## config.mk

```make
export PLATFORM = sky130hd
export DESIGN_NAME = fp_mult_arbiter
export DESIGN_NICKNAME = d
export VERILOG_FILES = /design/src/rtl/fp_mult_arbiter.sv
export SDC_FILE = /design/constraint.sdc
export NUM_CORES = 1
export LEC_CHECK = 0
export CORE_MARGIN = 1.5
export CORE_UTILIZATION = 30
export CTS_CLUSTER_DIAMETER = 60
export CTS_CLUSTER_SIZE = 10
export DETAILED_ROUTE_END_ITERATION = 10
export PLACE_DENSITY = 0.68
export SLEW_MARGIN = 30
export SYNTH_ARGS = -nofsm -noshare
export SYNTH_HDL_FRONTEND = slang
export SYNTH_SLANG_ARGS = --single-unit
```

## constraint.sdc

```tcl
create_clock -name clk -period 12.8 [get_ports clk]
set_input_delay 3.2 -clock clk [delete_from_list [all_inputs] [get_ports clk]]
set_output_delay 3.2 -clock clk [all_outputs]
set_load 0.02 [all_outputs]
```

## src/rtl/fp_mult_arbiter.sv

```systemverilog
// Round-robin arbiter sharing one pipelined fp_mult core between NUM_REQ requesters.
// Optional activity counters are compiled in with FP_MULT_ARB_STATS_EN.
module fp_mult_arbiter #(
  parameter int unsigned NUM_REQ           = 4,
  parameter int unsigned MULTPLIER_LATENCY = 5,
  parameter int unsigned TAG_W             = 3
) (
  input  logic                   clk,
  input  logic                   reset,
  input  logic                   clk_en,
  input  logic [NUM_REQ-1:0]     req_valid,
  input  logic [NUM_REQ*32-1:0]  req_dataa,
  input  logic [NUM_REQ*32-1:0]  req_datab,
  output logic [NUM_REQ-1:0]     req_grant,
  output logic [NUM_REQ-1:0]     rsp_valid,
  output logic [31:0]            rsp_data,
  output logic                   rsp_nan,
  output logic [31:0]            mul_dataa,
  output logic [31:0]            mul_datab,
  input  logic [31:0]            mul_result,
  input  logic                   mul_nan,
  output logic                   busy
`ifdef FP_MULT_ARB_STATS_EN
  ,
  output logic [31:0]            stat_issues,
  output logic [31:0]            stat_stalls
`endif
);

  // Stage 0 mirrors the operand register; the remaining stages follow the core
  // from its input capture to its result register, giving grant-to-response of
  // MULTPLIER_LATENCY+2 enabled cycles.
  localparam int unsigned STAGES = MULTPLIER_LATENCY + 2;
  localparam int unsigned LAST   = STAGES - 1;

  logic [TAG_W-1:0]     rr_ptr;
  logic [2*NUM_REQ-1:0] rot;
  logic                 grant_any;
  logic [TAG_W:0]       grant_sum;
  logic [TAG_W-1:0]     grant_id;
  logic [31:0]          sel_a;
  logic [31:0]          sel_b;

  logic                 tag_v  [STAGES];
  logic [TAG_W-1:0]     tag_id [STAGES];

  // Rotate the request vector so the search always starts at rr_ptr.
  always_comb begin
    rot       = {req_valid, req_valid} >> rr_ptr;
    grant_any = 1'b0;
    grant_sum = '0;
    if (clk_en && !reset) begin
      for (int unsigned j = 0; j < NUM_REQ; j++) begin
        if (!grant_any && rot[j]) begin
          grant_any = 1'b1;
          grant_sum = {1'b0, rr_ptr} + (TAG_W+1)'(j);
        end
      end
    end
    if (grant_sum >= (TAG_W+1)'(NUM_REQ))
      grant_sum = grant_sum - (TAG_W+1)'(NUM_REQ);
    grant_id = grant_sum[TAG_W-1:0];
  end

  always_comb begin
    req_grant = '0;
    sel_a     = '0;
    sel_b     = '0;
    for (int unsigned r = 0; r < NUM_REQ; r++) begin
      if (grant_any && grant_id == TAG_W'(r)) begin
        req_grant[r] = 1'b1;
        sel_a        = req_dataa[32*r +: 32];
        sel_b        = req_datab[32*r +: 32];
      end
    end
  end

  always_ff @(posedge clk) begin
    if (reset) begin
      rr_ptr    <= '0;
      mul_dataa <= '0;
      mul_datab <= '0;
    end else if (grant_any) begin
      rr_ptr    <= (grant_id == TAG_W'(NUM_REQ-1)) ? '0 : grant_id + 1'b1;
      mul_dataa <= sel_a;
      mul_datab <= sel_b;
    end
  end

  always_ff @(posedge clk) begin
    if (reset) begin
      for (int unsigned s = 0; s < STAGES; s++) begin
        tag_v[s]  <= 1'b0;
        tag_id[s] <= '0;
      end
    end else if (clk_en) begin
      tag_v[0]  <= grant_any;
      tag_id[0] <= grant_id;
      for (int unsigned s = 1; s < STAGES; s++) begin
        tag_v[s]  <= tag_v[s-1];
        tag_id[s] <= tag_id[s-1];
      end
    end
  end

  always_ff @(posedge clk) begin
    if (reset) begin
      rsp_valid <= '0;
      rsp_data  <= '0;
      rsp_nan   <= 1'b0;
    end else begin
      rsp_valid <= '0;
      if (clk_en && tag_v[LAST]) begin
        rsp_valid <= NUM_REQ'(1) << tag_id[LAST];
        rsp_data  <= mul_result;
        rsp_nan   <= mul_nan;
      end
    end
  end

  always_comb begin
    busy = 1'b0;
    for (int unsigned s = 0; s < STAGES; s++)
      busy = busy | tag_v[s];
  end

`ifdef FP_MULT_ARB_STATS_EN
  always_ff @(posedge clk) begin
    if (reset) begin
      stat_issues <= '0;
      stat_stalls <= '0;
    end else begin
      if (grant_any && stat_issues != '1)
        stat_issues <= stat_issues + 32'd1;
      if (clk_en && (|(req_valid & ~req_grant)) && stat_stalls != '1)
        stat_stalls <= stat_stalls + 32'd1;
    end
  end
`endif

endmodule
```

==> impl_metrics.json <==
{
  "p_clk_share_pct": 32.9,
  "grt_pass1_vias": 6888,
  "synthCells": 809,
  "min_period_over_period_pct": 78.12,
  "cts_tree": "yes",
  "netlist_area_um2": 7082,
  "grt_overflow": 0,
  "start_kind": "input pin",
  "start_util_pct": 30.35,
  "power.leakage_nw": 4.447,
  "ir_drop_v": 0.00005953,
  "drc_errors": 0,
  "synth_area_leaders": "dfxtp_1, edfxtp_1, o41ai_2",
  "portBuffers": 401,
  "critPathRequiredTime_ns": 9.60,
  "core_area_um2": 23330,
  "fin_skew_ns": 0.007823,
  "dp_hpwl_mm": 18.87,
  "hold_depth": 2,
  "area_growth_pct": 67.63,
  "r2r_cells": 14,
  "outcome": "finished, final reports clean",
  "synth_edf_count": 28,
  "comb_power_share_pct": 32.9,
  "timing.final.max_slew_violations": 0,
  "viasPerCell": 4.882,
  "cellInternalPower_mw": 0.9730,
  "tns_ns": 0,
  "clk_pin_slew_ns": 0.06,
  "r2r_slack_ns": 7.87,
  "wl_met2_mm": 12.73,
  "swShare_pct": 33.20,
  "setup_violations": 0,
  "yosys.area.top_type_share_pct": 29.40,
  "syn_avg_cell_area_um2": 8.754,
  "grt_max_degree": 88,
  "die_y_um": 156.6,
  "hold_violations": 0,
  "netlist-cell-type-count": 46,
  "first_pass_iters": 5,
  "post_drt_wl_per_cell_um": 17.16,
  "synth_ff_type": "dfxtp_1",
  "drtIter0Drc": 421,
  "vias": 7284,
  "crit_fanout": 66,
  "synth_top_area_cell": "dfxtp_1",
  "wl_met1_mm": 10.39,
  "cts.sinks": 132,
  "most-common-layout-cells": "clkdlybuf4s50_1, nand2_1, dfxtp_1",
  "placed_area_um2": 11290,
  "h-tree-depth": 4,
  "clk_latency_ns": 0.42,
  "gp_congestion": 0.8253,
  "wl_met3_mm": 2.089,
  "dieWidth_um": 156.6,
  "hold_class": "flop to flop",
  "timing.rr.start": "rr_ptr[0]$_SDFFE_PP0P_",
  "startpoint": "req_valid[0]",
  "maxSlewHeadroom_pct": 44.33,
  "fmax_mhz": 100.0,
  "grt_pass1_wl_mm": 37.83,
  "ys_warn_count": 0,
  "dieArea_um2": 24540,
  "cts_resized": 0,
  "stdcell_area_um2": 11870,
  "drive_above_1_share_pct": 8.269,
  "powerDensity_nw_per_um2": 122.7,
  "drtAntennaViolNets": 0,
  "rsz0062_at_grt": "no",
  "fin_nets": 1464,
  "final_common_cell": "clkdlybuf4s50_1",
  "p_seq_share_pct": 34.2,
  "grt_antenna_before_repair": 1,
  "grt.total_usage_pct": 20.14,
  "maxCapViolCount": 0,
  "synthArstFlopShare_pct": 0,
  "endpoint_kind": "primary output",
  "core.rowCount": 56,
  "diodes": 0,
  "crit_type": "input pin to primary output",
  "crit_end": "req_grant[1]",
  "top_layer": "met5",
  "ys_seq_area_share_pct": 41.27,
  "hold_buffers": 0,
  "worstPathArrival_ns": 6.80,
  "r2r-end": "mul_datab[31]$_SDFFE_PP0P_",
  "cts-root-buf": "clkbuf_16",
  "ys_ff_latch": 132,
  "cts_buffer_depth": 2,
  "layout.cells.non_filler": 1492,
  "p_switching_mw": 0.4835,
  "worst_slew_pin_slew_ns": 0.8350,
  "layout_min_cycle_time_ns": 9.999,
  "numPlacedInstances": 1460,
  "post_cts_buffers": 0,
  "syn-num-nets": 1113,
  "cts_buffers": 17,
  "boundaryPins": 402,
  "drt-total-wl_mm": 25.61
}
sequential cells by signal (all words and copies together), names as in the netlist:
register	count
rsp_data	32
mul_dataa	32
tag_id	21
tag_v	7
rr_ptr	3
rsp_valid	4
rsp_nan	1
mul_datab	32
cells in the mapped netlist, types with 2 or more instances:
library cell,n
xnor2_1,2
inv_1,7
buf_2,6
o41ai_1,5
buf_6,5
or3b_2,2
a22oi_1,64
dfxtp_1,104
o41ai_2,38
nand2_1,135
nand2b_1,3
mux2_2,2
a22o_1,22
o21ai_0,24
nor2_1,73
nor2b_1,51
nand3b_1,4
nor3b_1,2
nand3_1,2
buf_1,9
edfxtp_1,28
a32oi_1,2
a211oi_1,44
a21o_1,2
clkbuf_1,59
o31ai_1,2
o31a_1,2
nor3_1,6
and2_1,26
a21oi_1,55
ha_1,8
how the worst min path moves through the flow:
stage                                     from                    endpoint
detailed placement  mul_dataa[28]$_SDFFE_PP0P_  mul_dataa[28]$_SDFFE_PP0P_
global route         mul_dataa[7]$_SDFFE_PP0P_   mul_dataa[7]$_SDFFE_PP0P_
global placement    mul_dataa[30]$_SDFFE_PP0P_  mul_dataa[30]$_SDFFE_PP0P_
floorplan           tag_id[6][1]$_SDFFCE_PP0P_     rsp_valid[1]$_SDFF_PP0_
CTS                  rsp_data[15]$_SDFFE_PP0P_   rsp_data[15]$_SDFFE_PP0P_
finish               rsp_data[15]$_SDFFE_PP0P_   rsp_data[15]$_SDFFE_PP0P_
routing by layer:
| metal | vias to the layer above | global-route usage, % |
|---|---|---|
| met3 | 24 | 7.616 |
| met2 | 282 | 35.24 |
| met1 | 3349 | 22.94 |
| li1 | 3627 | - |
| met4 | 2 | 5.306 |
| met5 | - | 0 |
cells by family (layout without fill, tap and decap cells):
logic type	after synthesis	in the layout	synth area share, %
adders and majority gates	8	8	1.413
and+or+nand+nor	309	309	20.14
buffers and inverters	86	450	5.194
muxes	4	4	0.7773
AOI/OAI and AO/OA	268	268	30.95
DFF	132	132	41.27
xor gates and xnor gates	2	2	0.2474
critical path, cell delays in order:
cell and delay, ns:
clkdlybuf4s50_1 0.56, or3b_2 0.45, a21boi_0 0.32, nor3_1 0.15, xnor2_1 0.16, nor2_1 0.29, ha_2 0.22, buf_4 0.53
and2_1 0.22, clkdlybuf4s50_1 0.60
stage by stage:
stage               power [mW]  hold slack [ns]  worst slack (ns)  utilization, %
finish                   1.457           0.4534             2.801           50.88
global route             1.531           0.4619             2.526           50.88
CTS                      1.476           0.4544             2.796           50.88
detailed placement      0.9901           0.4381             2.799           48.39
global placement        0.9870           0.4296             2.819           48.38
floorplan               0.7548           0.4411             3.737               -
power groups by stage:
stage	registers (mW)	logic, mW	clock network [mW]
after floorplan	0.545	0.209	0
after global placement	0.505	0.482	0
after detailed placement	0.506	0.484	0
after CTS	0.498	0.486	0.493
after global routing	0.504	0.519	0.508
final	0.498	0.479	0.479
final cells by class:
cell class	count	area, um^2
inverter	7	26.28
clock buffer	17	425.4
timing repair buffer	411	4089
fill	2229	11460
multi-input combinational	591	3854
clock inverter	15	155.1
tap	319	399.1
sequential	132	2923
No activity file was read; power rests on OpenSTA's default activity.
